--- src/rtl/m_ext_pkg.sv ---
// m_ext_pkg: shared types and constants for the M-extension divide path.
package m_ext_pkg;

    // funct3[1:0] encoding of the divide/remainder ops
    typedef enum logic [1:0] {
        DIV  = 2'b00,
        DIVU = 2'b01,
        REM  = 2'b10,
        REMU = 2'b11
    } div_op_t;

    typedef enum logic [2:0] {
        IDLE,
        ISSUE,
        WAIT,
        FIX,
        RESP,
        DRAIN
    } divctl_state_t;

    localparam logic [31:0] INT_MIN  = 32'h8000_0000;
    localparam logic [31:0] ALL_ONES = 32'hFFFF_FFFF;

    // Two's-complement negation; neg32(INT_MIN) == INT_MIN, which is the
    // unsigned magnitude the divider expects.
    function automatic logic [31:0] neg32(input logic [31:0] v);
        return ~v + 32'd1;
    endfunction

endpackage

--- src/rtl/div_sign_fix.sv ---
// div_sign_fix: turns unsigned quotient/remainder magnitudes into the signed
// RISC-V result and selects quotient or remainder according to the op.
module div_sign_fix
    import m_ext_pkg::*;
(
    input  logic [31:0] q,
    input  logic [31:0] r,
    input  logic        neg1,
    input  logic        neg2,
    input  div_op_t     op,
    output logic [31:0] result
);

    logic is_signed;
    logic q_neg;
    logic r_neg;

    assign is_signed = ~op[0];
    assign q_neg     = is_signed & (neg1 ^ neg2);
    assign r_neg     = is_signed & neg1;

    // Quotient takes the xor of the operand signs, remainder takes the dividend sign.
    always_comb begin
        result = '0;
        if (op[1]) begin
            result = r_neg ? neg32(r) : r;
        end else begin
            result = q_neg ? neg32(q) : q;
        end
    end

endmodule

--- src/rtl/divider_ctrl.sv ---
// divider_ctrl: request-side controller for the iterative unsigned divider.
// Resolves divide-by-zero and signed overflow locally, feeds the divider
// unsigned magnitudes and sign-corrects the returned quotient/remainder.
// Optional feature macro: DIV_LAST_RESULT_CACHE_EN keeps the last divider
// result so a matching follow-up request (DIV then REM) skips the divider.
//
// Handshakes: a request transfers on a clock edge where req_valid and
// req_ready are both high and flush is low; req_ready is high only in IDLE.
// resp_valid and div_load are single-cycle pulses without backpressure, and
// div_resp is a single-cycle pulse from the divider whose quotient/remainder
// are only meaningful in that cycle.
module divider_ctrl
    import m_ext_pkg::*;
(
    input  logic          clk,
    input  logic          rst,
    input  logic          req_valid,
    output logic          req_ready,
    input  logic [1:0]    req_op,
    input  logic [31:0]   req_rs1,
    input  logic [31:0]   req_rs2,
    input  logic [4:0]    req_tag,
    input  logic          flush,
    output logic          resp_valid,
    output logic [31:0]   resp_result,
    output logic [4:0]    resp_tag,
    output logic          div_load,
    output logic [31:0]   div_dividend,
    output logic [31:0]   div_divisor,
    input  logic [31:0]   div_quotient,
    input  logic [31:0]   div_remainder,
    input  logic          div_resp,
    output divctl_state_t dbg_state
);

    divctl_state_t state_q, state_d;
    div_op_t       op_q;
    logic          neg1_q, neg2_q;
    logic [31:0]   q_mag_q, r_mag_q;
    logic [31:0]   fix_result;

    logic          req_signed, req_neg1, req_neg2;
    logic [31:0]   req_mag1, req_mag2;
    logic          div_by_zero, overflow, special;
    logic [31:0]   special_result;
    logic          accept;
    logic          cache_hit;
    logic [31:0]   cache_q_mag, cache_r_mag;

    assign req_signed  = ~req_op[0];
    assign req_neg1    = req_signed & req_rs1[31];
    assign req_neg2    = req_signed & req_rs2[31];
    assign req_mag1    = req_neg1 ? neg32(req_rs1) : req_rs1;
    assign req_mag2    = req_neg2 ? neg32(req_rs2) : req_rs2;
    assign div_by_zero = (req_rs2 == 32'd0);
    assign overflow    = req_signed && (req_rs1 == INT_MIN) && (req_rs2 == ALL_ONES);
    assign special     = div_by_zero | overflow;
    // Divide-by-zero wins over overflow; its results are already final values.
    assign special_result = div_by_zero ? (req_op[1] ? req_rs1 : ALL_ONES)
                                        : (req_op[1] ? 32'd0   : INT_MIN);
    assign accept      = (state_q == IDLE) && req_valid && !flush;
    assign dbg_state   = state_q;

`ifdef DIV_LAST_RESULT_CACHE_EN
    logic        cache_valid_q, cache_signed_q;
    logic [31:0] cache_rs1_q, cache_rs2_q, cache_q_q, cache_r_q;
    logic [31:0] op_rs1_q, op_rs2_q;

    // Keep the raw operands of the in-flight op and record each completed,
    // un-flushed divider result; any flush invalidates the entry.
    always_ff @(posedge clk) begin
        if (rst) begin
            cache_valid_q  <= 1'b0;
            cache_signed_q <= 1'b0;
            cache_rs1_q    <= '0;
            cache_rs2_q    <= '0;
            cache_q_q      <= '0;
            cache_r_q      <= '0;
            op_rs1_q       <= '0;
            op_rs2_q       <= '0;
        end else begin
            if (accept) begin
                op_rs1_q <= req_rs1;
                op_rs2_q <= req_rs2;
            end
            if (flush) begin
                cache_valid_q <= 1'b0;
            end else if (state_q == WAIT && div_resp) begin
                cache_valid_q  <= 1'b1;
                cache_signed_q <= ~op_q[0];
                cache_rs1_q    <= op_rs1_q;
                cache_rs2_q    <= op_rs2_q;
                cache_q_q      <= div_quotient;
                cache_r_q      <= div_remainder;
            end
        end
    end

    assign cache_hit   = cache_valid_q && (cache_rs1_q == req_rs1) &&
                         (cache_rs2_q == req_rs2) && (cache_signed_q == req_signed);
    assign cache_q_mag = cache_q_q;
    assign cache_r_mag = cache_r_q;
`else
    assign cache_hit   = 1'b0;
    assign cache_q_mag = '0;
    assign cache_r_mag = '0;
`endif

    div_sign_fix u_sign_fix (
        .q      (q_mag_q),
        .r      (r_mag_q),
        .neg1   (neg1_q),
        .neg2   (neg2_q),
        .op     (op_q),
        .result (fix_result)
    );

    // State register.
    always_ff @(posedge clk) begin
        if (rst) state_q <= IDLE;
        else     state_q <= state_d;
    end

    // Next-state and handshake outputs; flush after ISSUE still lets the
    // load pulse out because the divider cannot be aborted, so DRAIN waits for it.
    always_comb begin
        state_d    = state_q;
        req_ready  = 1'b0;
        div_load   = 1'b0;
        resp_valid = 1'b0;
        case (state_q)
            IDLE: begin
                req_ready = 1'b1;
                if (accept) begin
                    if (special)        state_d = RESP;
                    else if (cache_hit) state_d = FIX;
                    else                state_d = ISSUE;
                end
            end
            ISSUE: begin
                div_load = 1'b1;
                state_d  = flush ? DRAIN : WAIT;
            end
            WAIT: begin
                if (flush)         state_d = div_resp ? IDLE : DRAIN;
                else if (div_resp) state_d = FIX;
            end
            FIX: begin
                state_d = flush ? IDLE : RESP;
            end
            RESP: begin
                resp_valid = ~flush;
                state_d    = IDLE;
            end
            DRAIN: begin
                if (div_resp) state_d = IDLE;
            end
            default: state_d = IDLE;
        endcase
    end

    // Operand/result datapath: capture on accept, latch divider output, register the fixed result.
    always_ff @(posedge clk) begin
        if (rst) begin
            op_q         <= DIV;
            neg1_q       <= 1'b0;
            neg2_q       <= 1'b0;
            q_mag_q      <= '0;
            r_mag_q      <= '0;
            div_dividend <= '0;
            div_divisor  <= '0;
            resp_result  <= '0;
            resp_tag     <= '0;
        end else begin
            if (accept) begin
                op_q         <= div_op_t'(req_op);
                neg1_q       <= req_neg1;
                neg2_q       <= req_neg2;
                resp_tag     <= req_tag;
                div_dividend <= req_mag1;
                div_divisor  <= req_mag2;
                if (special) resp_result <= special_result;
                if (cache_hit) begin
                    q_mag_q <= cache_q_mag;
                    r_mag_q <= cache_r_mag;
                end
            end
            if (state_q == WAIT && div_resp) begin
                q_mag_q <= div_quotient;
                r_mag_q <= div_remainder;
            end
            if (state_q == FIX) resp_result <= fix_result;
        end
    end

endmodule

--- config.mk ---
export PLATFORM = sky130hd
export DESIGN_NAME = divider_ctrl
export DESIGN_NICKNAME = d
export VERILOG_FILES = /design/src/rtl/m_ext_pkg.sv /design/src/rtl/div_sign_fix.sv /design/src/rtl/divider_ctrl.sv
export SDC_FILE = /design/constraint.sdc
export NUM_CORES = 1
export LEC_CHECK = 0
export ABC_AREA = 1
export BUFFER_PORTS_ARGS = -buffer_cell sky130_fd_sc_hd__buf_2
export CELL_PAD_IN_SITES_DETAIL_PLACEMENT = 1
export CELL_PAD_IN_SITES_GLOBAL_PLACEMENT = 2
export CORE_MARGIN = 8
export CORE_UTILIZATION = 28
export DETAILED_ROUTE_END_ITERATION = 10
export GPL_ROUTABILITY_DRIVEN = 0
export PLACE_DENSITY = 0.83
export SLEW_MARGIN = 20
export SYNTH_ARGS = -nofsm -noshare
export SYNTH_HDL_FRONTEND = slang
export SYNTH_SLANG_ARGS = --single-unit
--- constraint.sdc ---
create_clock -name clk -period 2.1 [get_ports clk]
set_clock_uncertainty 0.2 [all_clocks]
set_input_delay 0.21 -clock clk [delete_from_list [all_inputs] [get_ports clk]]
set_output_delay 0.21 -clock clk [all_outputs]
set_load 0.02 [all_outputs]
# Word level (Yosys, flattened, before mapping)
# Cells that the tools add are included.
[word_totals]
ff_bits = 172
latch_bits = 0
mem_bits_rw = 0
rom_bits = 0
input_bits = 140
word_cells = 72
memories = 0
[classes]
add_sub_neg = 4
n_mul = 0
n_div = 0
magnitude_cmp = 0
eq_ne = 10
shifts = 0
mux = 23
bitwise_logic = 13
reduce_logical = 12
[ops]
columns = ["cell", "count"]
rows = [
  ["32-bit two-way mux", 11],
  ["32-bit by 1-bit adder with 32-bit output (second input constant)", 4],
  ["32-bit NOT", 4],
  ["32-bit equality test (second input constant)", 2],
  ["32-bit zero test", 1],
  ["3-bit two-way mux", 8],
  ["3-bit one-hot mux with 5 select lines", 1],
  ["3-bit by 2-bit equality test with 1-bit output (second input constant)", 2],
  ["3-bit equality test (second input constant)", 2],
  ["1-bit logical AND", 5],
  ["1-bit bitwise AND", 4],
  ["2-bit != test (second input constant)", 2],
  ["2-bit nonzero test", 2],
  ["3-bit by 1-bit equality test with 1-bit output (second input constant)", 1],
  ["3-bit zero test", 1],
  ["1-bit two-way mux", 3],
  ["3-bit != test (second input constant)", 1],
  ["1-bit NOT", 3],
  ["3-bit AND reduction", 1],
  ["2-bit AND reduction", 1],
  ["1-bit zero test", 1],
  ["1-bit bitwise OR", 1],
  ["1-bit bitwise XOR", 1],
]

# Logic depth before layout (Yosys ltp)
[logic_depth]
ltp_word = 7
depth_mapped = 15
ltp_nobuf = 14

# Cells and area by module
# From an unflattened synthesis, not the netlist that was laid out.
[hier_totals]
cells_unflattened = 1878
hier_area_um2 = 11409.7
[by_module_without_submodules]
columns = ["mod", "instances", "cells_each", "area_each_um2", "seq_area_each_um2"]
rows = [
  ["divider_ctrl", 1, 1371, 9024.9, 3443.3],
  ["div_sign_fix", 1, 507, 2384.8, 0.0],
]

# Worst setup path after synthesis
# No wires, ideal clock.
[synth_timing]
kind = "reg-to-reg"
from = "register state_q[1], in the netlist dbg_state[1]"
to = "register q_mag_q[25]"
arrival_ns = 1.572
required_time_ns = 1.772
path_slack_ns = 0.199
stages_incl_launch_ff = 10
path_buffers = 2
path_cell_list = "dfxtp_1 -> inv_1 -> nor2_1 -> nand2_1 -> nor2_2 -> inv_1 -> clkbuf_1 -> clkbuf_1 -> o21ai_0 -> a21oi_1"
[synth_via]
elab_chain_len = 2
[synth_rtl]
columns = ["element", "line", "rtl"]
rows = [
  ["from (decl)", "divider_ctrl.sv:36", "divctl_state_t state_q, state_d;"],
  ["from (signal assigned)", "divider_ctrl.sv:121", "else state_q <= state_d;"],
  ["3-bit by 2-bit equality test with 1-bit output", "divider_ctrl.sv:188", "if (state_q == WAIT && div_resp) begin"],
  ["1-bit logical AND", "divider_ctrl.sv:188", ""],
  ["to (signal assigned)", "divider_ctrl.sv:184", "q_mag_q <= cache_q_mag;"],
  ["to (signal assigned)", "divider_ctrl.sv:189", "q_mag_q <= div_quotient;"],
  ["to (decl)", "divider_ctrl.sv:39", "logic [31:0] q_mag_q, r_mag_q;"],
]
# No other way between the ends.
# A chain may end at the register's enable or synchronous reset.

# Worst setup path in the final report
[layout_timing]
from = "input req_rs2[31]"
to = "register resp_result[18]"
[layout_via]
elab_chain_len = 5
[layout_rtl]
columns = ["element", "line", "rtl"]
rows = [
  ["from (decl)", "divider_ctrl.sv:21", "input logic [31:0] req_rs2,"],
  ["32-bit zero test or 32-bit equality test (tied branches)", "divider_ctrl.sv:55, divider_ctrl.sv:56", ""],
  ["32-bit two-way mux or 1-bit logical AND (tied branches)", "divider_ctrl.sv:59, divider_ctrl.sv:56", ""],
  ["32-bit two-way mux or 1-bit bitwise OR (tied branches)", "divider_ctrl.sv:182, divider_ctrl.sv:57", ""],
  ["32-bit two-way mux or 2-bit nonzero test (tied branches)", "--", ""],
  ["32-bit two-way mux or 2-bit AND reduction (tied branches)", "--", ""],
  ["to (signal assigned)", "divider_ctrl.sv:182", "if (special) resp_result <= special_result;"],
  ["to (signal assigned)", "divider_ctrl.sv:192", "if (state_q == FIX) resp_result <= fix_result;"],
  ["to (decl)", "divider_ctrl.sv:25", "output logic [31:0] resp_result,"],
]
# Several ways; a longest one is shown, not always the timed one. The select of a mux whose other input is x is not followed.

==> flow_summary.ini <==
[run_status]
status = completed

[die]
core-area_sq_mm = 0.0377
initial_core_util = 0.284
ios = 247
chipHeight_um = 211
die_area_sq_mm = 0.0447
dieWidth_um = 211
fp-row-count = 71

[route]
drc = 0
vias_per_cell = 4.94
drt-initial-drc-count = 699
vias = 13237
drtPass1Iterations = 5
wl_um = 51400
antenna_left = 0
avgRoutedWirePerCell_um = 19.2

[logic_synthesis]
syn_area_per_cell_sq_um = 6.20
syn_area_sq_mm = 0.0107
netlist_instances = 1725
ys_seq_elements = 172
synth_nets = 1870
synth_warnings = 0
yosysSeqAreaShare = 0.322
synth.distinct_cells = 44

[placed_design]
dpl_cell_area_sq_mm = 0.0133
portBuffers = 246
dp_cells = 2532
dp_hpwl_um = 39600

[cts]
cts.sinks = 172
cts-root-buf = clkbuf_16
cts_made_buffers = 17
htree_levels = 4
clk_pin_slew_ns = 0.08
cts_buffer_depth = 2
clock_latency_ns = 0.46
cts_tree = yes

[sta]
rsz0062_at_grt = true
final-max-slew-violation-count = 0
fmax_mhz = 491
setup_violations = 0
relSlewSlack = 0.617
hold_violations = 0
worst_slew_pin_slew_ns = 0.575
timing.final.crit_share = 0.969
min_period_ns = 2.03

[hold_path]
hold_path.class = in -> reg
min_to = div_divisor[0]
whs_path_depth = 4
min-delay-start = req_rs2[0]

[power_and_ir_drop]
p_clk_frac = 0.334
intPower_uw = 6280
p_leak_uw = 0.00752
power_switching_share = 0.366
power.density_mw_per_mm2 = 639
ir_worst_vdd_v = 0.000569
seqPwrFrac = 0.365
p_sw_uw = 3620
p_comb_frac = 0.301

[worst_setup_path]
cpMostUsedCell = nand2_1
path_class = in -> reg
start_kind = input port
required_ns = 2.26
cp.arrival_ns = 2.20
cp_slowest_cell = dlygate4sd3_1
regToRegSetupSlack_ns = 0.10
crit_fanout = 4
regToRegStartpoint = r_mag_q[8]
cp-end-kind = register
crit_buf_inv = 3
slowest_delay_ns = 0.51
crit_family = simple AND/OR/NAND/NOR gates
crit_chain = dlygate4sd3_1 -> buf_2 -> nand2_1 -> nor3_1 -> nand2_2 -> nor2_4 -> nand2_2 -> nand2_8 -> nand2_4 -> buf_4 -> nand2_1 -> nand3_1 -> nand2_1 -> nor2_1
reg2reg_to = resp_result[30]
reg2reg_depth = 14

[cells_and_area]
fin_area_sq_mm = 0.0155
final_common_cell = nand2_1
area_growth_pct = 44.8
final_util = 0.411
drive_gt1_frac = 0.249
layoutNonFillerInstCount = 2681
antenna_cells = 0
nets = 2302
n_fill_cell = 4959
layout_common_cells = 363 x nand2_1, 238 x buf_2, 221 x nor2_1

[grt]
first_global_vias = 13959
grt_pass1_wl_um = 78300
antenna_found_initial = 3
track_usage = 0.224
overflow = 0
grt_max_degree = 86

[job]
cap_violations = 0
## tightest hold or removal path: stages
cell	delay [ns]
buf_2	0.11
inv_1	0.09
buf_4	0.14
a21oi_1	0.06
## timing repair
| item | in CTS | in global routing |
|---|---|---|
| setup endpoints to repair | 9 | 46 |
| buffers inserted | 2 | 5 |
| hold endpoints to repair | 116 | 0 |
| hold buffers | 112 | 0 |
| pin swaps | 2 | 35 |
| gates resized for setup | 10 | 118 |
| gates cloned | 0 | 3 |
## cell families after synthesis
| family | Yosys count | share of synthesized area |
|---|---|---|
| simple gates | 843 | 0.339 |
| compound gates | 400 | 0.199 |
| buf+inv | 260 | 0.0973 |
| flops | 172 | 0.322 |
| xor+xnor | 45 | 0.0369 |
| fa+ha+maj | 5 | 0.00585 |
## cells in the mapped netlist, drive strengths merged
master / number / area (sq um)
a21oi: 141 / 713
nand2: 383 / 1480
nand4: 19 / 119
buf: 30 / 176
nor2: 270 / 1080
a211oi: 2 / 15.0
a31oi: 18 / 113
xor2: 38 / 333
o2111ai: 1 / 8.76
o21ai: 209 / 1050
o31ai: 1 / 7.51
clkbuf: 50 / 188
nor4: 4 / 31.3
o211ai: 18 / 135
a31o: 1 / 8.76
and3: 3 / 18.8
ha: 5 / 62.6
nand3: 141 / 748
clkinv: 3 / 11.3
dfxtp: 172 / 3440
or2: 1 / 6.26
a21boi: 1 / 7.51
inv: 177 / 664
nor3: 19 / 125
a21o: 2 / 15.0
nand3b: 3 / 22.5
xnor2: 7 / 61.3
o221ai: 6 / 52.6
## layer usage
layer | routed length [um] | vias up | track usage
met5 | 36 | - | 0
met4 | 1830 | 6 | 0.0896
met3 | 2920 | 93 | 0.0512
met2 | 24800 | 319 | 0.388
met1 | 21700 | 6308 | 0.265
li1 | - | 6511 | -
## stage by stage
stage / total power, uW / worst slack (ns) / setup TNS, ns / hold slack (ns)
after global routing: 10400 / -0.0233 / -0.0442 / 0.00678
final: 9900 / 0.0654 / 0 / 0.00108
after floorplan: 5180 / 0.199 / 0 / 0.145
after detailed placement: 6340 / -0.102 / -1.63 / 0.254
after global placement: 6290 / -0.0129 / -0.0455 / 0.243
after CTS: 9880 / -0.0174 / -0.0204 / 0.000393
## power groups by stage
stage,clock [uW],sequential [uW],combinational (uW)
3_5_place_dp,0,3680,2660
2_1_floorplan,0,3820,1360
3_3_place_gp,0,3670,2620
4_1_cts,3400,3610,2880
6_report,3300,3610,2980
5_1_grt,3510,3640,3280
## flip-flops by register name, summed over array words and instances, names as in the netlist
signal	flops
neg2_q	1
dbg_state	3
r_mag_q	32
q_mag_q	32
op_q	2
resp_result	32
div_dividend	32
div_divisor	32
resp_tag	5
neg1_q	1
## cell type report
| class | count | area, sq um | area share |
|---|---|---|---|
| Timing Repair Buffer | 490 | 3530 | 0.228 |
| Inverter | 180 | 684 | 0.0442 |
| Multi-Input combinational cell | 1296 | 6600 | 0.427 |
| Sequential cell | 172 | 3440 | 0.223 |
| Tap cell | 511 | 639 | 0.0413 |
| Clock buffer | 17 | 425 | 0.0275 |
| Clock inverter | 15 | 153 | 0.00986 |
## worst max path at each step
stage,cells past startpoint,startpoint,endpoint
floorplan,9,dbg_state[1],q_mag_q[25]
global placement,14,req_rs1[28],resp_result[18]
detailed placement,13,req_rs2[0],resp_result[25]
CTS,15,r_mag_q[0],resp_result[30]
global route,12,req_rs1[13],div_dividend[29]
finish,14,req_rs2[31],resp_result[18]
(Power assumes the default switching activity.)
